File: src/rtl/cdb_arbiter_pkg.sv
// Shared core types for the CDB arbiter: the rv32i_types result-packet layout plus
// arbiter-local constants and pointer arithmetic.
package rv32i_types;
  localparam int ROB_IDX_W  = 5;
  localparam int PREG_IDX_W = 6;
  localparam int AREG_IDX_W = 5;
  localparam int XLEN       = 32;

  typedef logic [ROB_IDX_W-1:0]  rob_idx_t;
  typedef logic [PREG_IDX_W-1:0] preg_idx_t;
  typedef logic [AREG_IDX_W-1:0] areg_idx_t;

  typedef struct packed {
    rob_idx_t         rob_idx;
    preg_idx_t        pd;
    areg_idx_t        rd;
    logic [XLEN-1:0]  data;
  } cdb_t;
endpackage

package cdb_arbiter_pkg;
  typedef rv32i_types::cdb_t cdb_t;

  localparam int MIN_FU = 2;
  localparam int MAX_FU = 8;

  // Explicit wrap keeps the pointer legal when NUM_FU is not a power of two.
  function automatic int wrap_inc(input int idx, input int n);
    return (idx + 1 >= n) ? 0 : idx + 1;
  endfunction
endpackage

File: src/rtl/cdb_arbiter_if.sv
// Functional-unit side of the common data bus: requests/packets in, grants and the
// registered broadcast out.
interface cdb_arbiter_if #(parameter int NUM_FU = 4);
  import cdb_arbiter_pkg::*;

  logic [NUM_FU-1:0]  fu_req;
  cdb_t [NUM_FU-1:0]  fu_pkt;
  logic               flush;
  logic [NUM_FU-1:0]  fu_gnt;
  logic               cdb_valid;
  cdb_t               cdb_out;

  modport master (
    output fu_req, fu_pkt, flush,
    input  fu_gnt, cdb_valid, cdb_out
  );

  modport slave (
    input  fu_req, fu_pkt, flush,
    output fu_gnt, cdb_valid, cdb_out
  );
endinterface

File: src/rtl/cdb_arbiter_rr_select.sv
// Purely combinational round-robin search: first requester at or after ptr, upward
// modulo NUM_FU, returned both one-hot and as an index.
module rr_select #(
  parameter int NUM_FU = 4,
  parameter int PTR_W  = $clog2(NUM_FU)
) (
  input  logic [NUM_FU-1:0] req,
  input  logic [PTR_W-1:0]  ptr,
  output logic [NUM_FU-1:0] gnt,
  output logic [PTR_W-1:0]  gnt_idx,
  output logic              gnt_valid
);

  localparam logic [PTR_W:0] NUM_FU_W = (PTR_W+1)'(NUM_FU);

  logic [PTR_W:0]   sum;
  logic [PTR_W:0]   idx_n;
  logic [PTR_W-1:0] cur;

  // One spare bit on the sum so ptr+k never overflows before the modulo fold.
  always_comb begin
    gnt       = '0;
    gnt_idx   = '0;
    gnt_valid = 1'b0;
    sum       = '0;
    idx_n     = '0;
    cur       = '0;
    for (int k = 0; k < NUM_FU; k++) begin
      sum   = {1'b0, ptr} + (PTR_W+1)'(k);
      idx_n = (sum >= NUM_FU_W) ? (sum - NUM_FU_W) : sum;
      cur   = idx_n[PTR_W-1:0];
      if (!gnt_valid && req[cur]) begin
        gnt_valid = 1'b1;
        gnt[cur]  = 1'b1;
        gnt_idx   = cur;
      end
    end
  end

endmodule

File: src/rtl/cdb_arbiter.sv
// Common-data-bus arbiter: round-robin grant among NUM_FU (2..8) requesters, granted
// packet broadcast exactly one cycle later; flush kills the next broadcast only.
module cdb_arbiter
  import cdb_arbiter_pkg::*;
#(
  parameter int NUM_FU = 4
) (
  input logic          clk,
  input logic          rst,
  cdb_arbiter_if.slave bus
);

  localparam int PTR_W = $clog2(NUM_FU);

  logic [PTR_W-1:0]  rr_ptr;
  logic [NUM_FU-1:0] arb_req;
  logic [NUM_FU-1:0] sel_gnt;
  logic [PTR_W-1:0]  sel_idx;
  logic              sel_valid;
  logic              cdb_valid_q;
  cdb_t              cdb_out_q;

  // Reset and flush both mask requests, so neither can produce a grant or move rr_ptr.
  assign arb_req = (rst || bus.flush) ? '0 : bus.fu_req;

  rr_select #(
    .NUM_FU (NUM_FU),
    .PTR_W  (PTR_W)
  ) u_rr_select (
    .req       (arb_req),
    .ptr       (rr_ptr),
    .gnt       (sel_gnt),
    .gnt_idx   (sel_idx),
    .gnt_valid (sel_valid)
  );

  assign bus.fu_gnt = sel_gnt;

  always_ff @(posedge clk) begin
    if (rst) begin
      rr_ptr      <= '0;
      cdb_valid_q <= 1'b0;
      cdb_out_q   <= '0;
    end else begin
      cdb_valid_q <= sel_valid;
      if (sel_valid) begin
        cdb_out_q <= bus.fu_pkt[sel_idx];
        rr_ptr    <= PTR_W'(wrap_inc(int'(sel_idx), NUM_FU));
      end
    end
  end

  // Outputs read as zero for the whole reset window, including its first cycle.
  assign bus.cdb_valid = cdb_valid_q & ~rst;
  assign bus.cdb_out   = rst ? '0 : cdb_out_q;

  a_gnt_onehot0 : assert property (@(posedge clk) disable iff (rst) $onehot0(bus.fu_gnt));
  a_gnt_in_req  : assert property (@(posedge clk) disable iff (rst) (bus.fu_gnt & ~bus.fu_req) == '0);

endmodule
File: src/flat_wrapper.sv
// flat-port wrapper written by rule: the top's interface ports become plain ports
module cdb_arbiter_flat import cdb_arbiter_pkg::*;
#(
  parameter int NUM_FU = 4
)
  (clk, rst, bus_fu_req, bus_fu_pkt, bus_flush, bus_fu_gnt, bus_cdb_valid, bus_cdb_out);
  cdb_arbiter_if #(.NUM_FU(NUM_FU)) bus_i ();
  input logic clk;
  input logic rst;
  input wire logic [$bits(bus_i.fu_req)-1:0] bus_fu_req;
  input wire logic [$bits(bus_i.fu_pkt)-1:0] bus_fu_pkt;
  input wire logic [$bits(bus_i.flush)-1:0] bus_flush;
  output wire logic [$bits(bus_i.fu_gnt)-1:0] bus_fu_gnt;
  output wire logic [$bits(bus_i.cdb_valid)-1:0] bus_cdb_valid;
  output wire logic [$bits(bus_i.cdb_out)-1:0] bus_cdb_out;
  assign bus_i.fu_req = bus_fu_req;
  assign bus_i.fu_pkt = bus_fu_pkt;
  assign bus_i.flush = bus_flush;
  assign bus_fu_gnt = bus_i.fu_gnt;
  assign bus_cdb_valid = bus_i.cdb_valid;
  assign bus_cdb_out = bus_i.cdb_out;
  cdb_arbiter #(.NUM_FU(NUM_FU)) u_core (.clk(clk), .rst(rst), .bus(bus_i));
endmodule
File: config.mk
export PLATFORM = sky130hd
export DESIGN_NAME = cdb_arbiter_flat
export DESIGN_NICKNAME = d
export VERILOG_FILES = /design/src/rtl/cdb_arbiter_pkg.sv /design/src/rtl/cdb_arbiter_if.sv /design/src/rtl/cdb_arbiter_rr_select.sv /design/src/rtl/cdb_arbiter.sv /design/src/flat_wrapper.sv
export SDC_FILE = /design/constraint.sdc
export NUM_CORES = 1
export LEC_CHECK = 0
export ABC_AREA = 1
export ABC_CLOCK_PERIOD_IN_PS = 3000
export CAP_MARGIN = 20
export CORE_ASPECT_RATIO = 1.75
export CORE_MARGIN = 4
export CORE_UTILIZATION = 42
export DETAILED_ROUTE_END_ITERATION = 7
export HOLD_SLACK_MARGIN = 0.02
export PLACE_DENSITY = 0.83
export SETUP_SLACK_MARGIN = 0.5
export SLEW_MARGIN = 20
export SYNTH_ARGS = -nofsm -noshare
export SYNTH_HDL_FRONTEND = slang
export SYNTH_SLANG_ARGS = --single-unit
File: constraint.sdc
create_clock -name clk -period 3 [get_ports clk]
set_input_delay 0.3 -clock clk [delete_from_list [all_inputs] [get_ports clk]]
set_output_delay 0.3 -clock clk [all_outputs]
set_load 0.005 [all_outputs]
==> impl_metrics.yaml <==
grt:
  antenna_found_initial: 0
  grt_max_degree: 100
  grt_pass1_vias: 5850
  grt_pass1_wl_um: 26740
  grt.overflow.total: 0
  grt.total_usage: 0.2278
timing:
  setup-tns-final_ps: 0
  hold_viol_final: 0
  tightest_slew_ps: 911.0
  worst_clock_skew_ps: 6.115
  rsz0062_at_grt: "false"
  max_freq_ghz: 0.4172
  period_needed_ps: 2397
  setup_viol: 0
  hold_ws_ps: 548.4
  setup_ws_ps: 602.9
  relSlewSlack: 0.3927
  post-route-period-util: 0.7990
  slew_viol_final: 0
pwr:
  p_sw_frac: 0.5247
  irDropWorstVdd_v: 0.0008844
  cellLeakagePower_nw: 4.619
  p_per_area_mw_per_mm2: 1233
  p_sw_w: 0.005252
  power_frac_comb: 0.822
  power.internal_w: 0.004757
  p_seq_frac: 0.124
  pwr-share-clk: 0.054
floorplan:
  io_pins: 252
  coreArea_mm2: 0.01207
  die_area_mm2: 0.01430
  die_h_um: 155.2
  initial_core_util: 0.4309
  die_x_um: 92.11
  rows: 53
routing:
  vias_per_cell: 4.737
  route.detailed.drc: 0
  wire_per_inst_um: 12.89
  drt_wl_total_um: 17490
  num_vias: 6428
  drt_iter0_drc: 292
  dr.pass1.iters: 4
  ant_nets: 0
logic_synthesis:
  synth_warnings: 0
  synthTopCellsByArea: "nand3_1 (24%), inv_1 (22%), dfxtp_1 (20%)"
  syn_nets: 1180
  ys_seq_elements: 51
  synth.avg_cell_area_um2: 5.344
  synth_area_mm2: 0.005200
  synth_seq_area_share: 0.1963
  yosysUniqueCellTypes: 24
  yosysTopAreaCellShare: 0.2445
  synth_top_cell_by_area: "nand3_1"
  synthCells: 973
clock_tree:
  root_buffer: "clkbuf_16"
  clock-sinks: 51
  clk_latency_ps: 290
  htree_levels: 2
  cts_hold_buf: 0
  clk_path_buf_depth: 2
  numCtsBuffers: 5
  cts_tree: "done"
  clk_pin_slew_ps: 70
finish:
  synthToLayoutAreaGrowth_pct: 56.09
  nets: 1400
  fillers: 1149
  final_area_mm2: 0.008117
  drive_above_1_share: 0.05201
  final_cell_mix: "inv_1 (298), nand3_1 (253), clkdlybuf4s50_1 (245), nand2_1 (159), nor2_1 (56)"
  final_common_cell: "inv_1"
  diodes: 0
critical_path:
  reg2reg_slack_ps: 710
  critPathLaunchType: "flop"
  required_ps: 2700
  cp_data_arrival_time_ps: 2100
  critical_path_class: "reg2out"
  end_kind: "output port"
  crit_fanout: 9
placed_design:
  pre_cts_ws_ps: 299.1
  io_buffers: 251
  gp_congestion: 0.8989
  placed_area_mm2: 0.007828
  dp_hpwl_um: 12880
hold_path:
  worstHoldPathType: "reg2reg"
run_status:
  status: "completed"
job:
  cap_violations: 0
==> synth_stat cells <==
| cell | n |
|---|---|
| inv_1 | 299 |
| nand3_1 | 254 |
| nand2_1 | 160 |
| nor2_1 | 57 |
| dfxtp_1 | 51 |
| o21ai_0 | 39 |
| buf_2 | 30 |
| clkbuf_1 | 16 |
| o21ai_1 | 13 |
| buf_6 | 10 |
| ha_1 | 8 |
| nand3_2 | 6 |
| nand2_2 | 5 |
| a221oi_1 | 4 |
| inv_2 | 4 |
| buf_1 | 3 |
| buf_4 | 3 |
| o21ai_2 | 3 |
| a21oi_1 | 2 |
| nor2_4 | 2 |
| a21oi_2 | 1 |
| nand3_4 | 1 |
| nor2_8 | 1 |
| o21bai_1 | 1 |
==> power groups by stage <==
stage	Sequential (W)	Combinational (W)	Clock [W]
floorplan	0.00124	0.00566	0
global placement	0.00124	0.00765	0
detailed placement	0.00125	0.00775	0
CTS	0.00124	0.00781	0.000559
global route	0.00126	0.00931	0.000577
finish	0.00124	0.00823	0.000539
==> logic make-up after synthesis <==
kind of cell | synth area share
and+or+nand+nor | 0.4302
buffers and inverters | 0.2873
AOI/OAI and AO/OA | 0.06689
DFF | 0.1963
adders and majority gates | 0.01925
==> worst paths after layout <==
| check | startpoint | end | cells past startpoint |
|---|---|---|---|
| hold / removal | u_core.cdb_out_q[27] | u_core.cdb_out_q[27] | 4 |
| hold reg to reg | u_core.cdb_out_q[27] | u_core.cdb_out_q[27] | 4 |
| setup reg to reg | u_core.rr_ptr[0] | u_core.cdb_out_q[43] | 15 |
| setup / recovery | u_core.rr_ptr[0] | bus_fu_gnt[3] | 9 |
==> per-stage QoR <==
stage / instances / power, W / utilization
2_1_floorplan: 973 / 0.006899 / -
3_3_place_gp: 1346 / 0.008890 / 0.6486
3_5_place_dp: 1346 / 0.008998 / 0.6486
4_1_cts: 1352 / 0.009608 / 0.6607
5_1_grt: 1357 / 0.01115 / 0.6725
6_report: 1357 / 0.01001 / 0.6725
==> registers in the layout, summed over array words and instances (netlist names) <==
register	flops
u_core.cdb_out_q	48
u_core.rr_ptr	2
u_core.cdb_valid_q	1
==> metal layers <==
layer  global-route usage  vias to the layer above  wire, um
met5                    0                        -         0
met4               0.1021                        0       671
met3              0.04112                       44      1180
met2               0.4306                      227      9399
met1               0.2412                     2825      6240
li1                     -                     3332         -
==> critical path, cell delays in order (launching register included) <==
cell           delay (ps)
dfxtp_1               350
inv_2                  60
buf_4                 170
nand3_1               150
nand3_1               110
nand2_2               180
inv_2                 110
a221oi_1              290
o21ai_0               120
dlygate4sd2_1         280
==> timing repair <==
action / CTS / global route
gates cloned: 0 / 2
gates resized for setup: 10 / 13
setup buffers: 0 / 3
setup endpoints to repair: 53 / 52
pin swaps: 1 / 4
hold endpoints to repair: 0 / 0
==> layout make-up <==
cell class	instances	area, um2	area share
Multi-Input combinational cell	557	2790	0.3438
Sequential cell	51	1025	0.1263
Inverter	303	1140	0.1404
Timing Repair Buffer	275	2826	0.3482
Tap cell	165	206.4	0.02544
Clock buffer	6	128.9	0.01588
No activity file was read; power rests on OpenSTA's default activity.
==> variant: new RTL, same flow settings <==
Reset style: asynchronous (`rst`), changed in one clocked block.
--- a/src/rtl/cdb_arbiter.sv
+++ b/src/rtl/cdb_arbiter.sv
@@ -36,7 +36,7 @@
 
   assign bus.fu_gnt = sel_gnt;
 
-  always_ff @(posedge clk) begin
+  always_ff @(posedge clk or posedge rst) begin
     if (rst) begin
       rr_ptr      <= '0;
       cdb_valid_q <= 1'b0;
Check against the original RTL: same outputs for any inputs over 10 cycles, from zero or initial values and one cycle with rst high; that may be too few to reach the edited logic, so the function may still have changed.
==> variant against the unedited design <==
Sequential share of layout area is 3.2 points higher; routed wire length is 3.9% higher; area after synthesis is 0.12% higher; combinational power is 16% lower; cell area is 0.51% lower; worst setup slack better by 82 ps; core utilization is 0.34 points lower; power is 9.9% lower; sequential cell count stayed put; critical endpoint is now bus_fu_gnt[0]; largest cell class is now multi-input gates; largest power group unchanged; highest routed layer unchanged.
==> variant: results (changes against the unedited design) <==
{| class="wikitable"
! Metric !! Value
|-
| Status || complete, no violations
|-
| Number of library cell types mapped by synthesis || 28 (+17%)
|-
| Cells after synthesis || 913 (-6.2%)
|-
| Net count after synthesis || 1120 (-5.1%)
|-
| Fraction of final layout cells with drive strength greater than 1 || 0.0502 (-0.00179)
|-
| Static leakage || 4.43 nW (-4.2%)
|-
| HP Start || u_core.cdb_out_q[4]$_DFFE_PP0P_
|-
| Via Count || 6271 (-2.4%)
|-
| Number of antenna violations at the first check in global routing || 1 (+1)
|-
| Hold Slack || 480 ps (-68.1 ps)
|-
| Vias per std cell || 4.82 (+1.8%)
|-
| Number of inserted filler cells in the final layout || 1137 (-1.0%)
|-
| Maximum number of pins on one net before global-route repair || 54 (-46%)
|-
| Async S/R FF share, synth || 1.00 (+1.00)
|-
| Placed standard-cell area || 7820 µm² (-0.11%)
|-
| Clock transition at the register clock pins on the worst setup and hold paths after CTS || 70 ps (about the same)
|-
| Most used DFF post-synth || dfrtp_1
|-
| Worst clock skew on the final layout || 7.91 ps (+1.80 ps)
|-
| Number of detailed-route iterations in the first pass || 7 (+3)
|-
| Post-synthesis sequential area ratio || 0.245 (+0.0488)
|-
| Capture point of the worst reg-to-reg path || u_core.cdb_out_q[45]$_DFFE_PP0P_
|-
| Detailed Route Iter0 Violations || 288 (-1.4%)
|-
| Slew headroom || 0.588 (+0.196)
|-
| GRT Util Overall || 0.249 (+0.0210)
|-
| VDD IR max || 0.731 mV (-17%)
|-
| Stage delay of the slowest cell on the critical path || 410 ps (+60 ps)
|-
| CP Data Arrival Time || 2020 ps (-80 ps)
|-
| Number of cells on the worst reg-to-reg path || 14 (-1)
|-
| Top cell types by occurrence after synthesis || nand2_1, inv_1, nand3_1
|-
| Global-route wire length before repair || 28900 µm (+8.0%)
|-
| Wire length after detailed routing || 18200 µm (+3.9%)
|-
| Worst hold path endpoint || u_core.cdb_out_q[4]$_DFFE_PP0P_
|-
| Cell count after placement || 1288 (-4.3%)
|-
| Detail Placement HPWL || 13300 µm (+3.3%)
|-
| Critical Path Sink || bus_fu_gnt[0]
|-
| Maximum fanout encountered on the critical timing path || 5 (-4)
|-
| Total of hold buffers inserted after clock tree synthesis || 0 (unchanged)
|-
| Pre-CTS WS || 166 ps (-134 ps)
|-
| Via count of the first global-routing pass || 6096 (+4.2%)
|-
| Most area-consuming cells after synthesis || dfrtp_1, nand2_1, nand3_1
|-
| Final design utilization || 0.669 (-0.00342)
|-
| Start point of the critical path || u_core.rr_ptr[0]$_DFFE_PP0P_
|}
## variant: changes by cell type after synthesis, moves of 6 or more
cell      unedited run  this run
nand2_1            160       308
nand3_1            254       155
inv_1              299       203
dfrtp_1              0        51
dfxtp_1             51         0
nand3b_1             0        48
o21ai_0             39         1
o21ai_1             13         0
buf_2               30        20
nor2_1              57        49
clkbuf_1            16        22
## variant: worst reg2reg max path, cell delays in order, from the launching register on
cell and delay (ps):
dfrtp_1 410, inv_4 90, ha_4 220, inv_1 70
nand3_1 120, nand2_4 140, inv_2 40, nor3_2 200
nand2_1 90, nand2_2 130, buf_8 330, nand3_1 180
nand2_1 90, nand2_1 50, nand2_1 80
## variant: cells by family after synthesis
kind of cell | Yosys count | share of synthesized area
buf+inv | 265 | 0.209
compound gates | 11 | 0.0147
xor+xnor | 1 | 0.00168
flops | 51 | 0.245
simple gates | 577 | 0.510
fa+ha+maj | 8 | 0.0192
## variant: what timing repair did
action	CTS	global route
pin swaps	2	0
endpoints found under the setup margin	53	52
resized for setup	13	5
buffers inserted	4	0
## variant: power by group
group / total, W / internal [W] / switching, W / leakage (nW)
Clock: 0.000749 / 0.000478 / 0.000271 / 0.0900
Combinational: 0.00695 / 0.00264 / 0.00431 / 3.73
Sequential: 0.00133 / 0.00113 / 0.000199 / 0.610
Total: 0.00902 / 0.00425 / 0.00478 / 4.43
## variant: cell type report
type	instances	area (µm²)	area share
antenna	1	2.50	0.000310
clock buffer	5	125	0.0155
clock inverter	3	67.6	0.00837
inverter	208	788	0.0976
multi-input combinational	597	2880	0.356
sequential	51	1280	0.158
tap	165	206	0.0256
timing repair buffer	271	2730	0.339
## variant: routing by layer
metal	vias up	track usage	share of wire
li1	3160	-	-
met1	2833	0.260	0.37
met2	215	0.461	0.52
met3	63	0.0402	0.048
met4	0	0.147	0.060
met5	-	0	0
